`src/rtl/exc_pkg.sv`:
```
// -----------------------------------------------------------------------------
// exc_pkg
// Shared definitions for the exception pipeline tracker.
//   - excState_t : commit FSM states (IDLE tracking, PEND waiting for CP0,
//                  FLUSH one-cycle kill pulse)
//   - EXC_*      : exception code constants used by CP0 (0 = interrupt)
//   - codeIsKnown: helper that tells whether a code is one of the named causes
// No ports (package).
// -----------------------------------------------------------------------------
package exc_pkg;

    typedef enum logic [1:0] {
        IDLE  = 2'd0,
        PEND  = 2'd1,
        FLUSH = 2'd2
    } excState_t;

    localparam int EXC_INT  = 0;
    localparam int EXC_ADEL = 4;
    localparam int EXC_ADES = 5;
    localparam int EXC_RI   = 10;
    localparam int EXC_OV   = 12;

    // True when the code matches one of the causes named above.
    function automatic logic codeIsKnown(input int code);
        return (code == EXC_INT)  || (code == EXC_ADEL) || (code == EXC_ADES) ||
               (code == EXC_RI)   || (code == EXC_OV);
    endfunction

endpackage

```
`src/rtl/exc_stage_reg.sv`:
```
// -----------------------------------------------------------------------------
// exc_stage_reg
// One inter-stage exception register {valid, code, epc} with merge, hold,
// bubble and clear behaviour.
// Build option: EXC_TRACKER_EPC_EN -- when defined the epc field is stored,
// otherwise no epc flops exist and epc_o is tied to zero.
// Ports:
//   clk, reset      : clock, asynchronous active-low reset
//   inValid_i/inCode_i/inEpc_i : entry arriving from the previous register
//   req_i/reqCode_i/reqEpc_i   : exception raised by this stage
//   hold_i          : keep current contents
//   bubble_i        : previous register is held, load an empty entry
//   freeze_i        : commit pending, keep current contents
//   clear_i         : kill contents (flush)
//   valid_o/code_o/epc_o       : registered entry
// -----------------------------------------------------------------------------
module exc_stage_reg
    import exc_pkg::*;
#(
    parameter int CODE_W = 5,
    parameter int ADDR_W = 32
) (
    input  logic              clk,
    input  logic              reset,
    input  logic              inValid_i,
    input  logic [CODE_W-1:0] inCode_i,
    input  logic [ADDR_W-1:0] inEpc_i,
    input  logic              req_i,
    input  logic [CODE_W-1:0] reqCode_i,
    input  logic [ADDR_W-1:0] reqEpc_i,
    input  logic              hold_i,
    input  logic              bubble_i,
    input  logic              freeze_i,
    input  logic              clear_i,
    output logic              valid_o,
    output logic [CODE_W-1:0] code_o,
    output logic [ADDR_W-1:0] epc_o
);

    logic              valid_q, valid_d;
    logic [CODE_W-1:0] code_q, code_d;
    logic              keep;
    logic              load;
    logic              takeIn;
    logic              takeReq;

    // An older exception travelling down the pipe always beats a new one
    // raised here, so the incoming entry is taken before the local request.
    assign keep    = freeze_i | hold_i;
    assign load    = !clear_i && !keep && !bubble_i;
    assign takeIn  = load && inValid_i;
    assign takeReq = load && !inValid_i && req_i;

    // Next-state selection: clear wins over everything, then keep, then the
    // merged entry (which is empty when a bubble is inserted).
    always_comb begin
        valid_d = 1'b0;
        code_d  = code_q;
        if (!clear_i && keep) begin
            valid_d = valid_q;
        end else begin
            valid_d = takeIn | takeReq;
        end
        if (takeIn) begin
            code_d = inCode_i;
        end else if (takeReq) begin
            code_d = reqCode_i;
        end
    end

    // Entry register.
    always_ff @(posedge clk or negedge reset) begin
        if (!reset) begin
            valid_q <= 1'b0;
            code_q  <= '0;
        end else begin
            valid_q <= valid_d;
            code_q  <= code_d;
        end
    end

    assign valid_o = valid_q;
    assign code_o  = code_q;

`ifdef EXC_TRACKER_EPC_EN
    logic [ADDR_W-1:0] epc_q, epc_d;

    // EPC follows whichever entry was captured into the code field.
    always_comb begin
        epc_d = epc_q;
        if (takeIn) begin
            epc_d = inEpc_i;
        end else if (takeReq) begin
            epc_d = reqEpc_i;
        end
    end

    // EPC register.
    always_ff @(posedge clk or negedge reset) begin
        if (!reset) begin
            epc_q <= '0;
        end else begin
            epc_q <= epc_d;
        end
    end

    assign epc_o = epc_q;
`else
    logic unusedEpc;
    assign unusedEpc = ^{inEpc_i, reqEpc_i};
    assign epc_o     = '0;
`endif

endmodule

```
`src/rtl/exc_pipe_tracker.sv`:
```
// -----------------------------------------------------------------------------
// exc_pipe_tracker
// Tracks exceptions raised by an NSTAGE pipeline, keeps the earliest one per
// instruction as it travels down, and hands the final-stage result (or an
// external interrupt) to CP0 with a commit/ack handshake followed by a
// one-cycle flush pulse.
// Build option: EXC_TRACKER_EPC_EN -- when defined EPCs are tracked; when
// undefined stage_pc is ignored and commit_epc is tied to zero.
// Ports:
//   clk, reset    : clock, asynchronous active-low reset
//   exc_req       : per-stage exception raise (bit 0 = fetch)
//   exc_code      : per-stage exception code, slice i = stage i
//   stage_pc      : per-stage PC, slice i = stage i
//   hold          : hold[i] freezes the register between stage i and i+1
//   int_req       : level-sensitive external interrupt
//   commit_ack    : CP0 accepted the committed exception
//   commit_valid  : exception/interrupt pending to CP0
//   commit_code   : committed code (0 = interrupt)
//   commit_epc    : PC of the faulting instruction
//   flush         : one-cycle pulse killing all in-flight instructions
// -----------------------------------------------------------------------------
module exc_pipe_tracker
    import exc_pkg::*;
#(
    parameter int NSTAGE = 4,
    parameter int CODE_W = 5,
    parameter int ADDR_W = 32
) (
    input  logic                     clk,
    input  logic                     reset,
    input  logic [NSTAGE-1:0]        exc_req,
    input  logic [NSTAGE*CODE_W-1:0] exc_code,
    input  logic [NSTAGE*ADDR_W-1:0] stage_pc,
    input  logic [NSTAGE-2:0]        hold,
    input  logic                     int_req,
    input  logic                     commit_ack,
    output logic                     commit_valid,
    output logic [CODE_W-1:0]        commit_code,
    output logic [ADDR_W-1:0]        commit_epc,
    output logic                     flush
);

    localparam int NREG = NSTAGE - 1;
    localparam int LAST = NSTAGE - 1;

    excState_t         state_q, state_d;
    logic [NREG-1:0]   regValid;
    logic [CODE_W-1:0] regCode [NREG];
    logic [ADDR_W-1:0] regEpc  [NREG];
    logic              freezeRegs;
    logic              clearRegs;
    logic              finalValid;
    logic [CODE_W-1:0] finalCode;
    logic              commitReq;
    logic [CODE_W-1:0] newCode;
    logic              loadCommit;
    logic [CODE_W-1:0] commitCode_q, commitCode_d;

    // While CP0 has not answered the whole pipe is frozen; once it answers,
    // and for the flush cycle after, every in-flight entry is killed.
    assign freezeRegs = (state_q == PEND) && !commit_ack;
    assign clearRegs  = ((state_q == PEND) && commit_ack) || (state_q == FLUSH);

    // Chain of inter-stage registers. Register i is fed by register i-1 and
    // gets a bubble when register i-1 is held but it is not.
    for (genvar i = 0; i < NREG; i++) begin : g_stage
        logic              inValid;
        logic [CODE_W-1:0] inCode;
        logic [ADDR_W-1:0] inEpc;
        logic              bubble;

        if (i == 0) begin : g_head
            assign inValid = 1'b0;
            assign inCode  = '0;
            assign inEpc   = '0;
            assign bubble  = 1'b0;
        end else begin : g_body
            assign inValid = regValid[i-1];
            assign inCode  = regCode[i-1];
            assign inEpc   = regEpc[i-1];
            assign bubble  = hold[i-1];
        end

        exc_stage_reg #(
            .CODE_W (CODE_W),
            .ADDR_W (ADDR_W)
        ) u_stage (
            .clk       (clk),
            .reset     (reset),
            .inValid_i (inValid),
            .inCode_i  (inCode),
            .inEpc_i   (inEpc),
            .req_i     (exc_req[i]),
            .reqCode_i (exc_code[i*CODE_W +: CODE_W]),
            .reqEpc_i  (stage_pc[i*ADDR_W +: ADDR_W]),
            .hold_i    (hold[i]),
            .bubble_i  (bubble),
            .freeze_i  (freezeRegs),
            .clear_i   (clearRegs),
            .valid_o   (regValid[i]),
            .code_o    (regCode[i]),
            .epc_o     (regEpc[i])
        );
    end

    // Final stage merge: an entry from upstream beats a raise in the last
    // stage, and any exception beats the external interrupt.
    always_comb begin
        finalValid = regValid[LAST-1] | exc_req[LAST];
        finalCode  = regValid[LAST-1] ? regCode[LAST-1]
                                      : exc_code[LAST*CODE_W +: CODE_W];
        commitReq  = finalValid | int_req;
        newCode    = finalValid ? finalCode : CODE_W'(EXC_INT);
    end

    // Commit FSM next-state: IDLE captures a result, PEND waits for the ack,
    // FLUSH lasts one cycle and ignores all requests.
    always_comb begin
        state_d    = state_q;
        loadCommit = 1'b0;
        case (state_q)
            IDLE: begin
                if (commitReq) begin
                    state_d    = PEND;
                    loadCommit = 1'b1;
                end
            end
            PEND: begin
                if (commit_ack) begin
                    state_d = FLUSH;
                end
            end
            FLUSH: begin
                state_d = IDLE;
            end
            default: begin
                state_d = IDLE;
            end
        endcase
    end

    // State register; reset drops any pending commit without a flush.
    always_ff @(posedge clk or negedge reset) begin
        if (!reset) begin
            state_q <= IDLE;
        end else begin
            state_q <= state_d;
        end
    end

    assign commitCode_d = loadCommit ? newCode : commitCode_q;

    // Committed code is only loaded on the IDLE->PEND transition, so it stays
    // stable for as long as CP0 takes to answer.
    always_ff @(posedge clk or negedge reset) begin
        if (!reset) begin
            commitCode_q <= '0;
        end else begin
            commitCode_q <= commitCode_d;
        end
    end

    assign commit_valid = (state_q == PEND);
    assign flush        = (state_q == FLUSH);
    assign commit_code  = commitCode_q;

`ifdef EXC_TRACKER_EPC_EN
    logic [ADDR_W-1:0] newEpc;
    logic [ADDR_W-1:0] commitEpc_q, commitEpc_d;

    // Interrupts and last-stage raises both use the PC in the final stage.
    assign newEpc      = regValid[LAST-1] ? regEpc[LAST-1]
                                          : stage_pc[LAST*ADDR_W +: ADDR_W];
    assign commitEpc_d = loadCommit ? newEpc : commitEpc_q;

    // Committed EPC register, loaded alongside the code.
    always_ff @(posedge clk or negedge reset) begin
        if (!reset) begin
            commitEpc_q <= '0;
        end else begin
            commitEpc_q <= commitEpc_d;
        end
    end

    assign commit_epc = commitEpc_q;
`else
    logic unusedPc;
    assign unusedPc   = ^{stage_pc[LAST*ADDR_W +: ADDR_W], regEpc[LAST-1]};
    assign commit_epc = '0;
`endif

endmodule

```
`config.mk`:
```
export PLATFORM = sky130hd
export DESIGN_NAME = exc_pipe_tracker
export DESIGN_NICKNAME = d
export VERILOG_FILES = /design/src/rtl/exc_pkg.sv /design/src/rtl/exc_stage_reg.sv /design/src/rtl/exc_pipe_tracker.sv
export SDC_FILE = /design/constraint.sdc
export NUM_CORES = 1
export LEC_CHECK = 0
export BUFFER_PORTS_ARGS = -buffer_cell sky130_fd_sc_hd__buf_2
export CORE_AREA = 2 2 77 79
export DETAILED_ROUTE_END_ITERATION = 6
export DIE_AREA = 0 0 79 81
export GPL_TIMING_DRIVEN = 0
export MAX_ROUTING_LAYER = met4
export PLACE_DENSITY = 0.81
export SLEW_MARGIN = 5
export SYNTH_ARGS = -nofsm -noshare
export SYNTH_HDL_FRONTEND = slang
export SYNTH_SLANG_ARGS = --single-unit
```
`constraint.sdc`:
```
create_clock -name clk -period 1.8 [get_ports clk]
set_input_delay 0.18 -clock clk [delete_from_list [all_inputs] [get_ports clk]]
set_output_delay 0.18 -clock clk [all_outputs]
set_load 0.005 [all_outputs]
```
==> run summary <==
For this configuration, the core starts out at a cell density of 26.8%. The H-tree depth is 1, and the site row count is 28. The run gives 26 as the pin count of the biggest net entering global routing. The tools report the number of non-filler instances in the completed layout as 297. The worst setup path is captured at a flop. Dividing the final minimum period by the clock period gives 93.8%. The switching share of power works out to 35.0%. In the routed design, unresolved DRC markers number 0. Once detailed placement completed, the half-perimeter wirelength came to 2.45 mm. During I/O placement, the number of pins put on the boundary was 198. Met3 track utilization from global routing: 2.56%.

Initial antenna violation count: 0. The tools report the worst-case register-to-register setup slack as 0.11 ns. TritonCTS built the clock tree. Proportion of power drawn by combinational gates: 42.1%. Wire length per cell after detailed routing: 10.1 um. The share of total power in the clock network was 14.1%.

The number of placed instances, taps included is 292. Count of routing violations after the opening detailed-route iteration: 72. The warning count from the yosys run is 0. Measured against its own limit, the worst slew margin works out to 48.1%. Internal power comes to 1480 uW.

Summing the sequential cell areas from Yosys gives 41.1% of the chip area. The run gives 0.000584 V as the peak supply drop. Summing every instance area after synthesis gives 1520 sq um. CTS sink count: 25. The total vias in the final route is 1221.

The pre-antenna-repair detailed-routing pass consisted of 4 iterations. A synthesized cell averages 10.2 sq um. For the first-pass GRT wire length, the log shows 4.69 mm. Clock-pin slew was measured on the worst setup and hold paths at 0.08 ns.

The relative area change from synthesis to final layout was 30.1%; the via count of the first global-routing pass was 1017. At the pin with the least slew margin, the transition time is 0.772 ns. The run gives 593 MHz as the fmax. The core region is 5680 sq um. The worst register-to-register path begins at state_q[0]$_DFFE_PN0P_. The antenna cell count is 0.

The startpoint identified for the worst hold timing path is exc_code[4]. The logs give 14.7% for the fraction of met2 tracks used by global routing and 12.6% for the routing usage on met1. The run gives 3 as the number of buffers added by the clock tree synthesis step. Setup repair after global routing left no endpoint under its margin. After detailed routing, the number of vias per cell comes to 4.11. The tools report the total grt overflow as 0. The tightest min-delay check is of the input port to flop type. The power per cell area was 1150 nW/um^2.

In the synthesized netlist, the number of instances is 149. Startpoint type of the worst setup path: a flop. The final-report max-slew violation count is 0.

For this run, the total global-route usage over all layers was measured as 9.59%. In this run the tool buffered the top-level ports with 37 buffer cells. At the end of the flow, the number of nets in the layout was 382. In this run the remaining antenna-violating nets after routing total 0.

First element of the critical path: state_q[0]$_DFFE_PN0P_. For the routed wire length, the log shows 2.99 mm. Max-cap violations in this run came to 0.

In this run, synthesis produced a sequential element count of 25. For the data required time of the worst path, the log shows 1.95 ns. The time the final worst path needs with I/O delays and setup is 1.69 ns. The tree is rooted in a sky130_fd_sc_hd__clkbuf_8. The total setup violations reported at the end of the flow is 0, and the leakage power is 0.000994 uW. After global routing, the most crowded layer is met2. STA puts the critical path data arrival time at 1.84 ns. The die is 81 um tall. The tightest hold path in the finished design has a slack of 0.145 ns. The total die area was 6400 sq um. The highest fanout seen on the critical path was 6.

The setup total negative slack was 0 ns; the deepest clock path buffer count was 2. In this run the power spent charging and discharging nets is 795 uW. The buffer count from post-CTS setup fixing is 0. The setup path with the least slack is of type flop to flop. The clock arrives with 0.00252 ns of skew.

The tools report the fraction of power consumed by sequential logic as 43.8%. At the end of routability-driven placement, the weighted congestion stood at 0.858. The number of failing hold endpoints at the final stage was 0; the die outline width was 79 um. For the worst-skew pair, the clock arrives at the later sink with an insertion delay of 0.26 ns. The post-route netlist has 41.4% of its cells at a drive strength greater than 1. Synthesis instantiated 33 different standard cells from the library.

The flow ran to the end, and the final reports show no timing, DRC or antenna violations.
-- kinds of logic (layout without fill, tap and decap cells) --
logic type / Yosys count / after routing / share of synthesized area (%)
AND/OR/NAND/NOR: 42 / 42 / 16.0
flip-flops: 25 / 25 / 41.1
AO/OA/AOI/OAI: 29 / 29 / 15.2
other: 1 / 32 / 0.246
buffers and inverters: 39 / 81 / 17.8
multiplexers: 11 / 11 / 8.06
XOR/XNOR: 2 / 2 / 1.65
-- power by group through the flow --
stage	Clock (uW)	Sequential (uW)	Combinational, uW
3_3_place_gp	0	989	912
2_1_floorplan	0	953	716
6_report	320	996	956
4_1_cts	337	998	954
3_5_place_dp	0	1000	938
5_1_grt	365	1040	1060
-- critical path: stages (launching register included) --
cell	delay, ns
sky130_fd_sc_hd__dfrtp_1	0.49
sky130_fd_sc_hd__nor3_1	0.68
sky130_fd_sc_hd__mux2_2	0.41
-- Yosys cell counts --
library cell	number	area share (%)
sky130_fd_sc_hd__or2_0	1	0.41
sky130_fd_sc_hd__a22o_1	4	2.3
sky130_fd_sc_hd__dfrtp_1	25	41
sky130_fd_sc_hd__and2b_1	1	0.49
sky130_fd_sc_hd__xor2_2	1	1.1
sky130_fd_sc_hd__and2_1	3	1.2
sky130_fd_sc_hd__buf_4	33	16
sky130_fd_sc_hd__xnor2_1	1	0.58
sky130_fd_sc_hd__nor2_1	5	1.2
sky130_fd_sc_hd__mux2_2	10	7.4
sky130_fd_sc_hd__mux2i_1	1	0.66
sky130_fd_sc_hd__o221a_2	5	3.7
sky130_fd_sc_hd__or2_1	1	0.41
sky130_fd_sc_hd__a31oi_1	2	0.82
sky130_fd_sc_hd__nor2b_1	2	0.82
sky130_fd_sc_hd__clkbuf_1	4	0.99
sky130_fd_sc_hd__nor3b_1	3	1.5
sky130_fd_sc_hd__inv_1	2	0.49
sky130_fd_sc_hd__nand2_1	5	1.2
sky130_fd_sc_hd__a2111o_1	2	1.5
sky130_fd_sc_hd__or3_1	1	0.41
sky130_fd_sc_hd__conb_1	1	0.25
sky130_fd_sc_hd__nand3_1	1	0.33
sky130_fd_sc_hd__o21ai_0	4	1.3
sky130_fd_sc_hd__nor3b_2	1	0.82
sky130_fd_sc_hd__a41oi_1	3	1.7
sky130_fd_sc_hd__or2_2	1	0.41
sky130_fd_sc_hd__and3b_1	3	1.7
sky130_fd_sc_hd__o211ai_1	1	0.49
sky130_fd_sc_hd__a21oi_1	5	1.6
sky130_fd_sc_hd__o2bb2ai_1	3	1.7
sky130_fd_sc_hd__nand3b_1	2	0.99
sky130_fd_sc_hd__nor3_1	12	3.9
-- layout by cell type, fill, tap and decap left out, types with 4 or more instances in the layout --
master / synthesis / routed
sky130_fd_sc_hd__clkbuf_1: 4 / 5
sky130_fd_sc_hd__nor2_1: 5 / 5
sky130_fd_sc_hd__a21oi_1: 5 / 5
sky130_fd_sc_hd__conb_1: 1 / 32
sky130_fd_sc_hd__buf_4: 33 / 33
sky130_fd_sc_hd__mux2_2: 10 / 10
sky130_fd_sc_hd__nand2_1: 5 / 5
sky130_fd_sc_hd__nor3_1: 12 / 12
sky130_fd_sc_hd__o21ai_0: 4 / 4
sky130_fd_sc_hd__o221a_2: 5 / 5
sky130_fd_sc_hd__dfrtp_1: 25 / 25
sky130_fd_sc_hd__a22o_1: 4 / 4
sky130_fd_sc_hd__buf_2: 0 / 37
-- timing repair --
| item | 4_1_cts | 5_1_grt |
|---|---|---|
| setup endpoints to repair | 2 | 0 |
| endpoints found under the hold margin | 25 | 0 |
| resized for setup | 1 | 0 |
| hold buffers | 1 | 0 |
-- routing by layer --
layer  vias to the layer above  routed length (um)
met5                         -                   0
met2                        65                1310
li1                        620                   -
met4                         0                  23
met1                       532                1350
met3                         4                 296
-- registers in the layout, summed over array words and instances (netlist names) --
name / cells
g_stage.u_stage.code_o: 15
commit_code: 5
g_stage.u_stage.valid_o: 3
state_q: 2
-- cell type report --
type | instances | area, sq um
Buffer | 37 | 263
Clock buffer | 4 | 45.0
Fill cell | 579 | 3700
Inverter | 2 | 7.51
Multi-Input combinational cell | 116 | 749
Sequential cell | 25 | 626
Tap cell | 75 | 93.8
Timing Repair Buffer | 38 | 195
-- metrics by stage --
step                area, sq um  utilization, %  total power (uW)  worst slack [ns]
floorplan                  1640               -              1670             0.294
global placement           1920            33.8              1900            0.0900
detailed placement         1920            33.8              1940            0.0104
CTS                        1980            34.9              2290            0.0927
global route               1980            34.9              2470            0.0389
finish                     1980            34.9              2270             0.112
-- path summary, 6_finish.rpt --
path / to / depth (start not counted)
min reg2reg: commit_code[3]$_DFFE_PN0P_ / 1
max in group asynchronous: g_stage[2].u_stage.code_o[0]$_DFFE_PN0P_ / 2
min in group asynchronous: commit_code[2]$_DFFE_PN0P_ / 2
min: g_stage[0].u_stage.code_o[4]$_DFFE_PN0P_ / 2
max: commit_code[4]$_DFFE_PN0P_ / 2
max reg2reg: commit_code[4]$_DFFE_PN0P_ / 2
Note: power is estimated with default switching activity, not from simulation.
